--- config.mk ---
export PLATFORM = sky130hd
export DESIGN_NAME = sequence_transmitter
export DESIGN_NICKNAME = d
export VERILOG_FILES = /design/src/rtl/sequence_transmitter.sv
export SDC_FILE = /design/constraint.sdc
export NUM_CORES = 1
export LEC_CHECK = 0
export CAP_MARGIN = 20
export CORE_MARGIN = 2
export CORE_UTILIZATION = 50
export DETAILED_ROUTE_END_ITERATION = 10
export PLACE_DENSITY_LB_ADDON = 0.2
export SLEW_MARGIN = 30
export SYNTH_ARGS = -nofsm -noshare
export SYNTH_HDL_FRONTEND = slang
export SYNTH_SLANG_ARGS = --single-unit
--- constraint.sdc ---
create_clock -name clk -period 2.65 [get_ports clk]
set_input_delay 0.53 -clock clk [delete_from_list [all_inputs] [get_ports clk]]
set_output_delay 0.53 -clock clk [all_outputs]
set_load 0.005 [all_outputs]
--- src/rtl/sequence_transmitter.sv ---
// Serial burst transmitter: sends a fixed PAT_W-bit pattern MSB first, repeat_cnt+1 times,
// with gap_cycles idle cycles between repetitions. Ends with a one-cycle done pulse; abort cancels.
module sequence_transmitter #(
    parameter int unsigned      PAT_W   = 4,
    parameter logic [PAT_W-1:0] PATTERN = 4'b1101,
    parameter int unsigned      CNT_W   = 4,
    parameter int unsigned      GAP_W   = 4
) (
    input  logic             clk,
    input  logic             reset,
    input  logic             start_valid,
    output logic             start_ready,
    input  logic [CNT_W-1:0] repeat_cnt,
    input  logic [GAP_W-1:0] gap_cycles,
    input  logic             abort,
    output logic             data_out,
    output logic             data_valid,
    output logic             busy,
    output logic             done
);

    localparam int unsigned IDX_W = (PAT_W > 1) ? $clog2(PAT_W) : 1;

    localparam logic [IDX_W-1:0] IDX_MSB  = IDX_W'(PAT_W - 1);
    localparam logic [IDX_W-1:0] IDX_ZERO = {IDX_W{1'b0}};
    localparam logic [IDX_W-1:0] IDX_ONE  = IDX_W'(1);
    localparam logic [CNT_W-1:0] REP_ZERO = {CNT_W{1'b0}};
    localparam logic [CNT_W-1:0] REP_ONE  = CNT_W'(1);
    localparam logic [GAP_W-1:0] GAP_ZERO = {GAP_W{1'b0}};
    localparam logic [GAP_W-1:0] GAP_ONE  = GAP_W'(1);

    typedef enum logic [1:0] {
        IDLE = 2'd0,
        SEND = 2'd1,
        GAP  = 2'd2
    } state_t;

    state_t           state_r,      state_s;
    logic [IDX_W-1:0] bit_idx_r,    bit_idx_s;
    logic [CNT_W-1:0] rep_r,        rep_s;
    logic [CNT_W-1:0] rep_lat_r,    rep_lat_s;
    logic [GAP_W-1:0] gap_lat_r,    gap_lat_s;
    logic [GAP_W-1:0] gap_cnt_r,    gap_cnt_s;
    logic             data_out_r,   data_out_s;
    logic             data_valid_r, data_valid_s;
    logic             done_r,       done_s;
    logic             busy_r,       busy_s;

    // Request handshake; held low while the block is in reset.
    always_comb begin
        start_ready = (state_r == IDLE) && !abort && reset;
    end

    // Next-state and next-output logic; outputs are computed one cycle ahead and registered.
    always_comb begin
        state_s      = state_r;
        bit_idx_s    = bit_idx_r;
        rep_s        = rep_r;
        rep_lat_s    = rep_lat_r;
        gap_lat_s    = gap_lat_r;
        gap_cnt_s    = gap_cnt_r;
        data_out_s   = 1'b0;
        data_valid_s = 1'b0;
        done_s       = 1'b0;

        case (state_r)
            IDLE: begin
                if (start_valid && start_ready) begin
                    state_s      = SEND;
                    bit_idx_s    = IDX_MSB;
                    rep_s        = REP_ZERO;
                    rep_lat_s    = repeat_cnt;
                    gap_lat_s    = gap_cycles;
                    data_out_s   = PATTERN[PAT_W-1];
                    data_valid_s = 1'b1;
                end else begin
                    state_s = IDLE;
                end
            end
            SEND: begin
                if (abort) begin
                    state_s = IDLE;
                end else if (bit_idx_r != IDX_ZERO) begin
                    bit_idx_s    = bit_idx_r - IDX_ONE;
                    data_out_s   = PATTERN[bit_idx_s];
                    data_valid_s = 1'b1;
                end else if (rep_r == rep_lat_r) begin
                    state_s = IDLE;
                    done_s  = 1'b1;
                end else begin
                    rep_s = rep_r + REP_ONE;
                    if (gap_lat_r == GAP_ZERO) begin
                        bit_idx_s    = IDX_MSB;
                        data_out_s   = PATTERN[PAT_W-1];
                        data_valid_s = 1'b1;
                    end else begin
                        state_s   = GAP;
                        gap_cnt_s = gap_lat_r - GAP_ONE;
                    end
                end
            end
            GAP: begin
                // gap_cnt_r counts the GAP cycles still to come after the current one.
                if (abort) begin
                    state_s = IDLE;
                end else if (gap_cnt_r == GAP_ZERO) begin
                    state_s      = SEND;
                    bit_idx_s    = IDX_MSB;
                    data_out_s   = PATTERN[PAT_W-1];
                    data_valid_s = 1'b1;
                end else begin
                    gap_cnt_s = gap_cnt_r - GAP_ONE;
                end
            end
            default: begin
                state_s = IDLE;
            end
        endcase

        busy_s = (state_s != IDLE);
    end

    // State, counters and registered outputs.
    always_ff @(posedge clk or negedge reset) begin
        if (!reset) begin
            state_r      <= IDLE;
            bit_idx_r    <= IDX_ZERO;
            rep_r        <= REP_ZERO;
            rep_lat_r    <= REP_ZERO;
            gap_lat_r    <= GAP_ZERO;
            gap_cnt_r    <= GAP_ZERO;
            data_out_r   <= 1'b0;
            data_valid_r <= 1'b0;
            done_r       <= 1'b0;
            busy_r       <= 1'b0;
        end else begin
            state_r      <= state_s;
            bit_idx_r    <= bit_idx_s;
            rep_r        <= rep_s;
            rep_lat_r    <= rep_lat_s;
            gap_lat_r    <= gap_lat_s;
            gap_cnt_r    <= gap_cnt_s;
            data_out_r   <= data_out_s;
            data_valid_r <= data_valid_s;
            done_r       <= done_s;
            busy_r       <= busy_s;
        end
    end

    assign data_out   = data_out_r;
    assign data_valid = data_valid_r;
    assign busy       = busy_r;
    assign done       = done_r;

endmodule

==> key figures <==
Clock network
  • CTS H-tree depth: 1
  • Clk_lat worst skew: 0.31 ns
  • Num CTS Buffers: 3
  • Root buf cell: clkbuf_4
  • # Post-CTS Setup Buffers: 0
  • Clock Tree Buf Depth: 2
  • Cts hold-fix bufs: 0
  • Clock Sinks: 24
  • Post-CTS resize count: 0
  • Clock input transition at the sequential cells of the worst setup and hold paths: 0.13 ns
  • TritonCTS clock tree: yes

Detailed routing
  • Final routed DRC violation total: 0
  • First drt pass iteration count: 4
  • Vias per cell: 5.778
  • Post-route ant nets: 0
  • Via count: 936
  • Per-cell routed wire length: 13.78 um
  • Detailed Route Iter0 Violations: 21
  • WL final: 2232 um

Synth
  • Synthesized cell area: 1287 um^2
  • Seq/Total Area, Yosys: 0.4665
  • Dominant synthesized flop cell: dfrtp_1
  • Synth Warn #: 0
  • Ys async rst share: 1.000
  • Syn_nets: 126
  • Avg Inst Size Synth: 11.70 um^2
  • Post-synth EDFFs: 0
  • #FFs+latches synth: 24
  • Unique masters post-synth: 44
  • Mapped Cells: 110

Worst setup path
  • Crit path launch type: primary input
  • Worst path arrival time: 1.84 ns
  • Setup CP Type: primary input to primary output
  • Slowest cell on the critical path: clkdlybuf4s50_1
  • WP data required: 2.12 ns
  • Crit Path Max Fanout: 2
  • Reg2Reg Capture Point: gap_cnt_r[0]$_DFFE_PN0P_
  • Worst path max stage delay: 0.55 ns
  • Reg2Reg Setup Slack: 0.73 ns
  • Reg2reg start: rep_r[1]$_DFFE_PN0P_
  • R2R depth: 4
  • Worst path cell trace: clkdlybuf4s50_1 > nor4b_2 > clkdlybuf4s50_1
  • CP most frequent cell: clkdlybuf4s50_1
  • Crit end category: primary output

Pwr
  • Sw Ratio: 0.3104
  • Maximum vdd drop: 471.7 uV
  • Clock Power Share: 0.201
  • Seq pwr share: 0.529
  • Combinational share of power: 0.270
  • Net Sw Power: 296.1 uW
  • P_leak: 0.6718 nW
  • P_int: 657.7 uW
  • PwrDens: 616.8 nW/um^2

Hold path
  • Hold Path Sink: rep_lat_r[3]$_DFFE_PN0N_
  • Hold Path Class: flip-flop to flip-flop
  • Hold_sp: rep_lat_r[3]$_DFFE_PN0N_
  • Cells on Worst Hold Path: 1

STA
  • Clock skew: 0.002096 ns
  • Final Critical Period: 2.368 ns
  • RSZ-0062 raised after global routing: false
  • Setup tns final: 0 ns
  • Hold violation count in the final report: 0
  • Worst slew pin tran: 0.5702 ns
  • Final setup viols: 0
  • Max-Slew Margin vs Limit: 0.6164
  • Part of the cycle the worst path needs: 0.8937
  • Final Max Tran Viols: 0
  • Post-route setup slack: 0.2817 ns
  • Fmax: 0.4223 GHz

Final layout
  • Antenna Cells: 0
  • Fillers: 206
  • Share of cells above drive strength 1: 0.1136
  • Nets: 149
  • Area delta synth->final: 20.12%

Status
  • Result of the run: finished clean

Die
  • Die Width: 54.75 um
  • Initial Util: 0.5245
  • Core box area: 2455 um^2
  • Rows: 18
  • Die height: 54.75 um
  • Top Ports: 17
  • Die area: 2997 um^2

GRT
  • All-Layer GR Usage: 0.1721
  • Vias in the first global route: 805
  • Total gr overflow: 0
  • Global-route wire length before repair: 3608 um
  • Initial antenna violation count: 0
  • Largest net degree at the start of global routing: 26

Placement
  • Placer Congestion: 0.8722
  • Post-DP HPWL: 1677 um
  • Dpl ws: 0.2692 ns
  • PortBufs: 16

Job
  • Max-cap violations: 0
power groups by stage:
stage | clock network, mW | logic, mW | registers [mW]
floorplan | 0 | 0.182 | 0.494
global placement | 0 | 0.253 | 0.509
detailed placement | 0 | 0.262 | 0.511
CTS | 0.197 | 0.262 | 0.504
global route | 0.207 | 0.286 | 0.514
finish | 0.192 | 0.257 | 0.505
cells in the final DEF, fill, tap and decap left out, drive strengths merged, types with 2 or more instances in the layout:
master and instances:
xor2 4, nor4 3, o31ai 2, nand2b 2, o211ai 4, mux2i 3, a21boi 2, inv 5
a21oi 2, buf 5, nand3b 2, a21o 3, mux2 10, dfrtp 24, nand2 6, clkdlybuf4s50 16
nor2 4, nor3 2, ha 4, or2 2, clkbuf 4, or4 2, nor2b 2, or3 2
nor4b 2
layout make-up:
type | count | area (um^2) | share of cell area
clock buffer | 4 | 36.28 | 0.02346
inverter | 5 | 18.77 | 0.01214
multi-input combinational | 78 | 655.6 | 0.4239
sequential | 24 | 600.6 | 0.3884
tap | 30 | 37.54 | 0.02427
timing repair buffer | 21 | 197.7 | 0.1278
synthesized netlist by cell type, types with 2 or more instances:
cell / number / area, um^2
xor2_1: 4 / 35.03
a21oi_1: 2 / 10.01
o211ai_1: 3 / 22.52
nand3b_1: 2 / 15.01
nand2b_1: 2 / 12.51
nor3_1: 2 / 10.01
or4_1: 2 / 15.01
nor2_1: 4 / 15.01
inv_1: 5 / 18.77
o31ai_1: 2 / 15.01
mux2i_1: 3 / 30.03
mux2_1: 9 / 101.4
or3_1: 2 / 12.51
nand2_1: 6 / 22.52
dfrtp_1: 24 / 600.6
nor4_1: 2 / 12.51
ha_1: 4 / 50.05
a21o_1: 3 / 22.52
nor2b_1: 2 / 12.51
or2_1: 2 / 12.51
clkbuf_1: 2 / 7.510
how the worst max path moves through the flow:
stage / endpoint / start / slack (ns)
after floorplan: gap_cnt_r[3]$_DFFE_PN0P_ / abort / 0.79
after global placement: start_ready / abort / 0.29
after detailed placement: start_ready / abort / 0.27
after CTS: start_ready / abort / 0.26
after global routing: start_ready / abort / 0.22
final: start_ready / abort / 0.28
metal layers:
layer / GRT usage / share of wire / wire, um
met5: 0 / 0 / 0
met4: 0.1000 / 0.023 / 51
met3: 0.02459 / 0.056 / 124
met2: 0.2698 / 0.47 / 1057
met1: 0.2245 / 0.45 / 1000
logic make-up after synthesis:
family	after synthesis	share of synthesized area
mux	13	0.1137
fa+ha+maj	4	0.03887
compound gates	24	0.1681
xor+xnor	4	0.02721
flops	24	0.4665
buf+inv	8	0.02430
simple gates	33	0.1613
per-stage QoR:
stage,hold WS (ns),util,cells,total power [mW],instance area (um^2)
floorplan,0.2344,-,110,0.6762,1287
detailed placement,0.5109,0.6152,158,0.7725,1510
finish,0.5321,0.6300,162,0.9538,1546
global placement,0.5024,0.6152,158,0.7619,1510
global route,0.5572,0.6300,162,1.007,1546
CTS,0.5393,0.6300,162,0.9626,1546
sequential cells by signal, summed over array words and instances (netlist names):
signal	flops
rep_r	4
gap_cnt_r	4
busy	1
rep_lat_r	4
data_valid	1
data_out	1
state_r	2
gap_lat_r	4
bit_idx_r	2
done	1
worst max-delay path: cells and delay by family:
kind | cells | cell delay (ns)
AND/OR/NAND/NOR | 1 | 0.32
buffers and inverters | 2 | 0.99
No activity file was read; power rests on OpenSTA's default activity.
